==> src/rtl/instruction_fetch_unit_if.sv <==
// Instruction-side bundle: memory address/data, execute redirect and the decode handshake.
interface instruction_fetch_unit_if;
   logic [31:0] ins_addr;
   logic [31:0] instruction;
   logic        redirect_valid;
   logic [31:0] redirect_pc;
   logic        if_valid;
   logic        if_ready;
   logic [31:0] if_instruction;
   logic [31:0] if_pc;
   logic        fetch_error;

   modport master (
      output ins_addr, if_valid, if_instruction, if_pc, fetch_error,
      input  instruction, redirect_valid, redirect_pc, if_ready
   );

   modport slave (
      input  ins_addr, if_valid, if_instruction, if_pc, fetch_error,
      output instruction, redirect_valid, redirect_pc, if_ready
   );
endinterface

==> src/rtl/instruction_fetch_unit.sv <==
// Fetch stage: owns the PC, reads the combinational instruction memory and
// buffers {pc, instruction} pairs in a small circular queue for decode.
module instruction_fetch_unit #(
   parameter logic [31:0] RESET_PC = 32'h0000_0000,
   parameter int          DEPTH    = 2
) (
   input logic                       clk,
   input logic                       rst,
   instruction_fetch_unit_if.master  bus
);
   localparam int PW = (DEPTH > 1) ? $clog2(DEPTH) : 1;
   localparam int CW = $clog2(DEPTH + 1);

   typedef struct packed {
      logic [31:0] pc;
      logic [31:0] instr;
   } entry_t;

   entry_t [DEPTH-1:0] q;
   entry_t             head;
   entry_t             last;
   logic [PW-1:0]      rd_ptr, wr_ptr;
   logic [CW-1:0]      count;
   logic [31:0]        pc;
   logic               fetch_error;
   logic               pop, push;

   function automatic logic [PW-1:0] inc(input logic [PW-1:0] p);
      return (p == PW'(DEPTH - 1)) ? '0 : p + PW'(1);
   endfunction

   assign head = q[rd_ptr];
   assign pop  = (count != '0) & bus.if_ready;
   assign push = ~bus.redirect_valid & ((count < CW'(DEPTH)) | pop);

   assign bus.ins_addr       = {2'b00, pc[31:2]};
   assign bus.if_valid       = (count != '0);
   // With the queue empty the outputs keep showing the entry decode last took.
   assign bus.if_instruction = (count != '0) ? head.instr : last.instr;
   assign bus.if_pc          = (count != '0) ? head.pc    : last.pc;
   assign bus.fetch_error    = fetch_error;

   always_ff @(posedge clk) begin
      if (!rst && push)
         q[wr_ptr] <= '{pc: pc, instr: bus.instruction};
   end

   always_ff @(posedge clk) begin
      if (rst) begin
         pc          <= RESET_PC;
         rd_ptr      <= '0;
         wr_ptr      <= '0;
         count       <= '0;
         last        <= '0;
         fetch_error <= 1'b0;
      end else begin
         if (pop)
            last <= head;
         if (bus.redirect_valid) begin
            // Flush wins over fetch; a same-cycle pop still retires the head.
            pc     <= {bus.redirect_pc[31:2], 2'b00};
            rd_ptr <= '0;
            wr_ptr <= '0;
            count  <= '0;
            if (bus.redirect_pc[1:0] != 2'b00)
               fetch_error <= 1'b1;
         end else begin
            if (push) begin
               wr_ptr <= inc(wr_ptr);
               pc     <= pc + 32'd4;
            end
            if (pop)
               rd_ptr <= inc(rd_ptr);
            if (push && !pop)
               count <= count + CW'(1);
            else if (pop && !push)
               count <= count - CW'(1);
         end
      end
   end
endmodule

==> src/flat_wrapper.sv <==
// flat-port wrapper written by rule: the top's interface ports become plain ports
module instruction_fetch_unit_flat 
#(
   parameter logic [31:0] RESET_PC = 32'h0000_0000,
   parameter int          DEPTH    = 2
)
  (clk, rst, bus_ins_addr, bus_if_valid, bus_if_instruction, bus_if_pc, bus_fetch_error, bus_instruction, bus_redirect_valid, bus_redirect_pc, bus_if_ready);
  instruction_fetch_unit_if bus_i ();
  input logic clk;
  input logic rst;
  output wire logic [$bits(bus_i.ins_addr)-1:0] bus_ins_addr;
  output wire logic [$bits(bus_i.if_valid)-1:0] bus_if_valid;
  output wire logic [$bits(bus_i.if_instruction)-1:0] bus_if_instruction;
  output wire logic [$bits(bus_i.if_pc)-1:0] bus_if_pc;
  output wire logic [$bits(bus_i.fetch_error)-1:0] bus_fetch_error;
  input wire logic [$bits(bus_i.instruction)-1:0] bus_instruction;
  input wire logic [$bits(bus_i.redirect_valid)-1:0] bus_redirect_valid;
  input wire logic [$bits(bus_i.redirect_pc)-1:0] bus_redirect_pc;
  input wire logic [$bits(bus_i.if_ready)-1:0] bus_if_ready;
  assign bus_ins_addr = bus_i.ins_addr;
  assign bus_if_valid = bus_i.if_valid;
  assign bus_if_instruction = bus_i.if_instruction;
  assign bus_if_pc = bus_i.if_pc;
  assign bus_fetch_error = bus_i.fetch_error;
  assign bus_i.instruction = bus_instruction;
  assign bus_i.redirect_valid = bus_redirect_valid;
  assign bus_i.redirect_pc = bus_redirect_pc;
  assign bus_i.if_ready = bus_if_ready;
  instruction_fetch_unit #(.RESET_PC(RESET_PC), .DEPTH(DEPTH)) u_core (.clk(clk), .rst(rst), .bus(bus_i));
endmodule
==> config.mk <==
export PLATFORM = sky130hd
export DESIGN_NAME = instruction_fetch_unit_flat
export DESIGN_NICKNAME = d
export VERILOG_FILES = /design/src/rtl/instruction_fetch_unit_if.sv /design/src/rtl/instruction_fetch_unit.sv /design/src/flat_wrapper.sv
export SDC_FILE = /design/constraint.sdc
export NUM_CORES = 1
export LEC_CHECK = 0
export CAP_MARGIN = 5
export CELL_PAD_IN_SITES_DETAIL_PLACEMENT = 1
export CELL_PAD_IN_SITES_GLOBAL_PLACEMENT = 1
export CORE_ASPECT_RATIO = 1.2
export CORE_MARGIN = 8
export CORE_UTILIZATION = 35
export DETAILED_ROUTE_END_ITERATION = 7
export PLACE_DENSITY = 0.73
export SLEW_MARGIN = 20
export SYNTH_ARGS = -nofsm -noshare
export SYNTH_HDL_FRONTEND = slang
export SYNTH_SLANG_ARGS = --single-unit
==> constraint.sdc <==
create_clock -name clk -period 8 [get_ports clk]
set_input_delay 2.4 -clock clk [delete_from_list [all_inputs] [get_ports clk]]
set_output_delay 2.4 -clock clk [all_outputs]
set_load 0.02 [all_outputs]
==> results of run 1 <==
-- layer usage --
layer	part of all wire [%]	GRT usage, %
met2	51	27.5
met3	5.9	3.12
met5	0	0
met1	41	17.6
met4	2.3	5.04
-- cell type report --
cell class	instances	area [um2]	share of cell area, %
repair buffers	168	1660	14.1
flip-flops and latches	221	5670	48.0
well taps	330	413	3.50
clock inverters	12	148	1.25
clock buffers	34	699	5.92
multi-input cells	523	3200	27.1
inverters	5	18.8	0.159
-- synthesized netlist by cell type, drive strengths merged --
| cell | n | share of area [%] |
|---|---|---|
| buf | 20 | 1.1 |
| xor2 | 5 | 0.48 |
| or4bb | 5 | 0.62 |
| o211ai | 5 | 0.41 |
| a211oi | 70 | 5.8 |
| dfxtp | 97 | 21 |
| or3 | 8 | 0.55 |
| conb | 1 | 0.041 |
| o31ai | 7 | 0.58 |
| a21oi | 69 | 3.8 |
| a311o | 1 | 0.11 |
| inv | 5 | 0.21 |
| nand2b | 1 | 0.069 |
| and4 | 7 | 0.67 |
| nor2 | 156 | 6.4 |
| edfxtp | 124 | 41 |
| nand3 | 12 | 0.71 |
| nand2 | 27 | 1.1 |
| nor4b | 1 | 0.096 |
| ha | 2 | 0.27 |
| a31oi | 3 | 0.21 |
| or2 | 2 | 0.14 |
| and3 | 4 | 0.27 |
| nor4 | 3 | 0.21 |
| o21ai | 8 | 0.44 |
| a2111oi | 2 | 0.19 |
| nand4b | 2 | 0.19 |
| nand4 | 11 | 0.75 |
| mux2i | 62 | 6.8 |
| nor2b | 1 | 0.15 |
| xnor2 | 7 | 0.67 |
| a311oi | 15 | 1.4 |
| nor3 | 10 | 0.55 |
| or4 | 9 | 0.74 |
| and2 | 2 | 0.14 |
| clkbuf | 47 | 1.9 |
| a32oi | 1 | 0.096 |
| a21o | 1 | 0.082 |
-- where the power goes --
part | internal [mW] | switching (mW) | total, mW
clock | 0.712 | 0.454 | 1.17
sequential | 1.27 | 0.0513 | 1.32
combinational | 0.222 | 0.283 | 0.505
total | 2.20 | 0.789 | 2.99
-- kinds of logic (layout without fill, tap and decap cells) --
logic type	Yosys count	after routing
adders and majority gates	2	2
other	1	4
muxes	62	62
xor gates and xnor gates	12	12
and+or+nand+nor	261	261
AOI/OAI and AO/OA	182	182
buffers and inverters	72	219
DFF	221	221
-- state kept, by name (all words and copies together), names as in the netlist --
name                    flops
u_core.count                2
u_core.last                62
u_core.bus.fetch_error      1
u_core.rd_ptr               1
u_core.pc                  30
u_core.wr_ptr               1
u_core.q                  124
-- worst max-delay path: stages, from the launching register on --
cell and delay (ps):
dfxtp_1 460, or2_4 750, buf_4 540, nor2_1 80
a21oi_1 140, clkdlybuf4s50_1 640
-- final timing paths --
check                                      start                             endpoint  slack, ps  cells past startpoint
max                 u_core.count[1]$_SDFFE_PP0P_               bus_if_instruction[28]       2360                      5
min          u_core.bus.fetch_error$_SDFFE_PP0P_  u_core.bus.fetch_error$_SDFFE_PP0P_        490                      2
max reg2reg         u_core.count[1]$_SDFFE_PP0P_         u_core.last[52]$_SDFFE_PP0P_       4930                      5
min reg2reg  u_core.bus.fetch_error$_SDFFE_PP0P_  u_core.bus.fetch_error$_SDFFE_PP0P_        490                      2
-- per-stage QoR --
stage	hold slack, ps	util [%]
floorplan	478	-
global placement	437	42.9
detailed placement	494	42.9
CTS	504	46.2
global route	520	46.2
finish	493	46.2
==> summary.md, run 1 <==
| Metric | Value |
|---|---|
| Status | finished clean |
| Worst-path clk slew | 60 ps |
| Area grow syn2layout | 29.3% |
| Drt first pass iters | 6 |
| P_leak | 3.78 nW |
| Max cap viols | 0 |
| Die X | 163 um |
| Vias/cell | 5.21 |
| Post-CTS sizing | 0 |
| Final std cells w/o fill | 1,293 |
| Total CTS buffers | 25 |
| DR WL/cell | 19.3 um |
| VDD IR max | 0.000117 V |
| HP Class | reg2reg |
| Setup_tns | 0 ps |
| CTS tree | done |
| Compound-cell area share of the yosys netlist | 13.1% |
| Vias in the first global route | 7,221 |
| Post-Synth Simple-Gate Area | 13.4% |
| Placed insts | 1,247 |
| CTS Sinks | 221 |
| Largest net degree at the start of global routing | 83 |
| Skew final | 19.2 ps |
| Final WS setup | 2360 ps |
| Critical Path End Type | primary output |
| Rows | 64 |
| Min cycle time layout | 5640 ps |
| Initial Util | 35.7% |
| Largest family of logic cells by synthesized area | simple AND/OR/NAND/NOR gates |
| Unrepaired setup endpoints after global routing | no |
| DP Worst Slack | 2930 ps |
| GP Congestion | 0.778 |
| Xor/xnor share of the synthesized area | 1.15% |
| Req. time, crit path | 5600 ps |
| Hold Fails Final Rpt | 0 |
| Number of diodes | 0 |
| Final-stage net count | 1,014 |
| Post-CTS Hold Fix Bufs | 0 |
| Maximum clock rate | 0.177 GHz |
| Crit path max fanout | 82 |
| Commonest non-fill, non-tap cells in the layout | 160 x clkdlybuf4s50_1, 156 x nor2_1, 124 x edfxtp_1, 96 x dfxtp_1, 70 x a211oi_1 |
| Grt ovf | 0 |
| Vias | 6,732 |
| Total power | 2.99 mW |
| ANT nets after route | 0 |
| PwrDens | 253 mW/mm2 |
| Post-synth cell types | 42 |
| Synth Area in Adders | 0.274% |
| Post-Route WL | 24,900 um |
| Core box area | 0.0255 mm2 |
| PortBufs | 161 |
| Final Setup Violations | 0 |
| Max-slew violations | 0 |
| Chip height | 193 um |
| Startpoint types | flop |
| Clock root buffer | clkbuf_16 |
| Antenna violations before repair | 0 |
| Full die area | 0.0315 mm2 |
| CP Class | reg2out |
| First-pass GRT wire length | 38,500 um |
| Post-Synthesis Cells | 813 |
| Mux cell area share after synthesis | 6.80% |
| H-Tree Level Count | 1 |
| DRT iter0 DRCs | 310 |
| Worst Path Arrival | 3240 ps |
| Worst Tran Pin Value | 1060 ps |
| Layout fillers | 2,719 |
| Mapped cell area | 0.00913 mm2 |
| Ys Warns | 0 |
| HPWL after DPL | 16,400 um |
| DRC | 0 |
| Synth Register Bits | 221 |
| Commonest non-fill, non-tap cell in the layout | clkdlybuf4s50_1 |
| Slew HR | 28.9% |
| Period utilisation layout | 70.4% |
| Post-CTS Setup Repair Bufs | 0 |
| Total track usage | 15.2% |
| Share of cells above drive strength 1 | 5.82% |
| Syn avg cell area | 11.2 um2 |
| Skew-Pair Late Insertion Delay | 520 ps |
| IO Count | 166 |
| CTS Buffer Depth | 3 |
| Seq/Total Area, Yosys | 62.0% |
| Placement Cell Area | 0.0110 mm2 |
| Final Cell Area | 0.0118 mm2 |
Note: power is estimated with default switching activity, not from simulation.
==> inputs of run 2 (changes only) <==
--- a/config.mk
+++ b/config.mk
@@ -12,7 +12,7 @@
 export CORE_MARGIN = 8
 export CORE_UTILIZATION = 35
 export DETAILED_ROUTE_END_ITERATION = 7
-export PLACE_DENSITY = 0.73
+export PLACE_DENSITY = 0.7
 export SLEW_MARGIN = 20
 export SYNTH_ARGS = -nofsm -noshare
 export SYNTH_HDL_FRONTEND = slang
==> constraint.sdc (replaced) <==
create_clock -name clk -period 5.7 [get_ports clk]
set_input_delay 1.71 -clock clk [delete_from_list [all_inputs] [get_ports clk]]
set_output_delay 1.71 -clock clk [all_outputs]
set_load 0.02 [all_outputs]
==> run 2 against run 1 <==
- global-route usage down 0.21 points
- core utilization fell by 0.44 points
- clock-buffer cell count stayed put
- combinational power grew 41%
- total power rose by 33%
- sequential power rose by 40%
- clock skew down 6.1 ps
- sequential share of layout area rose by 0.46 points
- setup slack worse by 1200 ps
- non-clock buffer count is 1 higher
- largest cell class unchanged
==> summary.md, run 2 (synthesized netlist as in run 1, its figures left out) <==
| Metric | Value |
|---|---|
| Max-slew violations | 0 |
| CP Class | reg2out |
| Skew-Pair Late Insertion Delay | 510 ps |
| Clock root buffer | clkbuf_16 |
| R2R Path Start | u_core.count[1]$_SDFFE_PP0P_ |
| Rows | 64 |
| Setup_tns | 0 ps |
| CTS Buffer Depth | 3 |
| Vias | 6,672 |
| Switch share | 26.9% |
| IO Count | 166 |
| Startpoint types | flop |
| Sw Pwr | 1.07 mW |
| Gate power share | 17.9% |
| Antenna violations before repair | 0 |
| Area grow syn2layout | 28.1% |
| Critical Path End Type | primary output |
| Hold Path End | u_core.bus.fetch_error$_SDFFE_PP0P_ |
| Slew HR | 34.6% |
| Biggest registers after layout | u_core.q: 124 flops, u_core.last: 62 flops, u_core.pc: 30 flops |
| Met1 wire length | 10,600 um |
| Metal2 WL | 12,000 um |
| Clk pwr share | 35.5% |
| Min cycle time layout | 4560 ps |
| GP Congestion | 0.782 |
| DRT iter0 DRCs | 309 |
| ANT nets after route | 0 |
| Unrepaired setup endpoints after global routing | no |
| Total CTS buffers | 24 |
| Flop2flop setup slack | 2910 ps |
| RR Endpoint | u_core.last[11]$_SDFFE_PP0P_ |
| Post-CTS sizing | 0 |
| Int Power | 2.90 mW |
| WL met3 | 1030 um |
| Drt first pass iters | 4 |
| Reg with most FFs | u_core.q |
| DR WL/cell | 18.8 um |
| PortBufs | 161 |
| Core box area | 0.0255 mm2 |
| Worst hold start | u_core.bus.fetch_error$_SDFFE_PP0P_ |
| Maximum clock rate | 0.219 GHz |
| HPWL after DPL | 15,800 um |
| Vias/cell | 5.17 |
| Req. time, crit path | 3990 ps |
| HP Class | reg2reg |
| Skew final | 13.1 ps |
| Status | finished clean |
| Max FFs per register | 124 |
| Grt ovf | 0 |
| Worst Tran Pin Value | 980 ps |
| Max cap viols | 0 |
| Final Setup Violations | 0 |
| Largest net degree at the start of global routing | 81 |
| Hold Fails Final Rpt | 0 |
| Worst Path Arrival | 2850 ps |
| Post-Route Utilization | 45.8% |
| Die X | 163 um |
| First-pass GRT wire length | 38,100 um |
| Share of cells above drive strength 1 | 4.79% |
| VDD IR max | 0.000148 V |
| Total track usage | 15.0% |
| Reg2Reg Depth | 5 |
| Post-Route WL | 24,300 um |
| P_leak | 3.71 nW |
| Highest metal used | met4 |
| Vias in the first global route | 7,014 |
| Number of diodes | 0 |
| DRC | 0 |
| Crit path max fanout | 80 |
| Post-CTS Setup Repair Bufs | 0 |
| Initial Util | 35.7% |
| Worst hold path depth | 2 |
| CTS tree | done |
| PwrDens | 340 mW/mm2 |
| Full die area | 0.0315 mm2 |
| Commonest non-fill, non-tap cell in the layout | clkdlybuf4s50_1 |
| CTS Sinks | 221 |
| Commonest non-fill, non-tap cells in the layout | 160 x clkdlybuf4s50_1, 156 x nor2_1, 124 x edfxtp_1, 96 x dfxtp_1, 70 x a211oi_1 |
| Chip height | 193 um |
| Worst-path clk slew | 60 ps |
| Period utilisation layout | 80.0% |
| Post-CTS Hold Fix Bufs | 0 |
| Layout fillers | 2,717 |
| Final-stage net count | 1,014 |
| H-Tree Level Count | 1 |
| Seq pwr share | 46.5% |
run 2: cell types whose count changed in the layout (fill, tap and decap cells not counted), sizes merged:
cell and change:
inv -2, clkinvlp +1, bufinv -3, clkinv +1
buf +1
run 2: final cells by class:
cell class / instances / area (um2) / area share (%)
sequential: 221 / 5670 / 48.5
multi-input combinational: 523 / 3200 / 27.4
timing repair buffer: 169 / 1680 / 14.4
clock buffer: 34 / 669 / 5.72
tap: 330 / 413 / 3.53
clock inverter: 9 / 40.0 / 0.342
inverter: 5 / 18.8 / 0.160
run 2: stage by stage:
step           instances  area, um2  setup WS, ps  hold slack (ps)  total power, mW
3_5_place_dp        1248      11000          1440              440             2.61
3_3_place_gp        1248      11000          1510              435             2.59
5_1_grt             1291      11700           935              467             4.14
4_1_cts             1291      11700          1060              449             4.04
6_report            1291      11700          1140              448             3.97
2_1_floorplan        816       9150           453              478             2.25
run 2: per-layer routing:
layer  up-vias  global-route usage [%]
met4         0                    4.80
met5         -                       0
met2       128                    26.3
met1      3224                    18.5
met3        37                    2.46
li1       3283                       -
run 2: power by group through the flow:
stage / logic [mW] / clock network (mW) / registers (mW)
5_1_grt: 0.771 / 1.51 / 1.86
6_report: 0.713 / 1.41 / 1.85
4_1_cts: 0.728 / 1.46 / 1.85
2_1_floorplan: 0.376 / 0 / 1.88
3_3_place_gp: 0.713 / 0 / 1.88
3_5_place_dp: 0.723 / 0 / 1.88
run 2: worst max-delay path, stage by stage (launching register included):
cell and delay (ps):
dfxtp_1 460, or2_4 540, buf_12 390, nor2_1 80, a21oi_1 220, clkdlybuf4s50_1 650
run 2: worst max path at each step:
stage                                       startpoint  slack (ps)                         end  cells past startpoint
after floorplan                     bus_redirect_valid         450       u_core.q[0]$_DFFE_PP_                      4
after global placement                    bus_if_ready        1510  u_core.pc[24]$_SDFFE_PP0P_                      5
after detailed placement                  bus_if_ready        1440  u_core.pc[24]$_SDFFE_PP0P_                      5
after CTS                 u_core.count[1]$_SDFFE_PP0P_        1060               bus_if_pc[27]                      5
after global routing      u_core.count[1]$_SDFFE_PP0P_         940               bus_if_pc[27]                      5
final                     u_core.count[1]$_SDFFE_PP0P_        1140               bus_if_pc[27]                      5
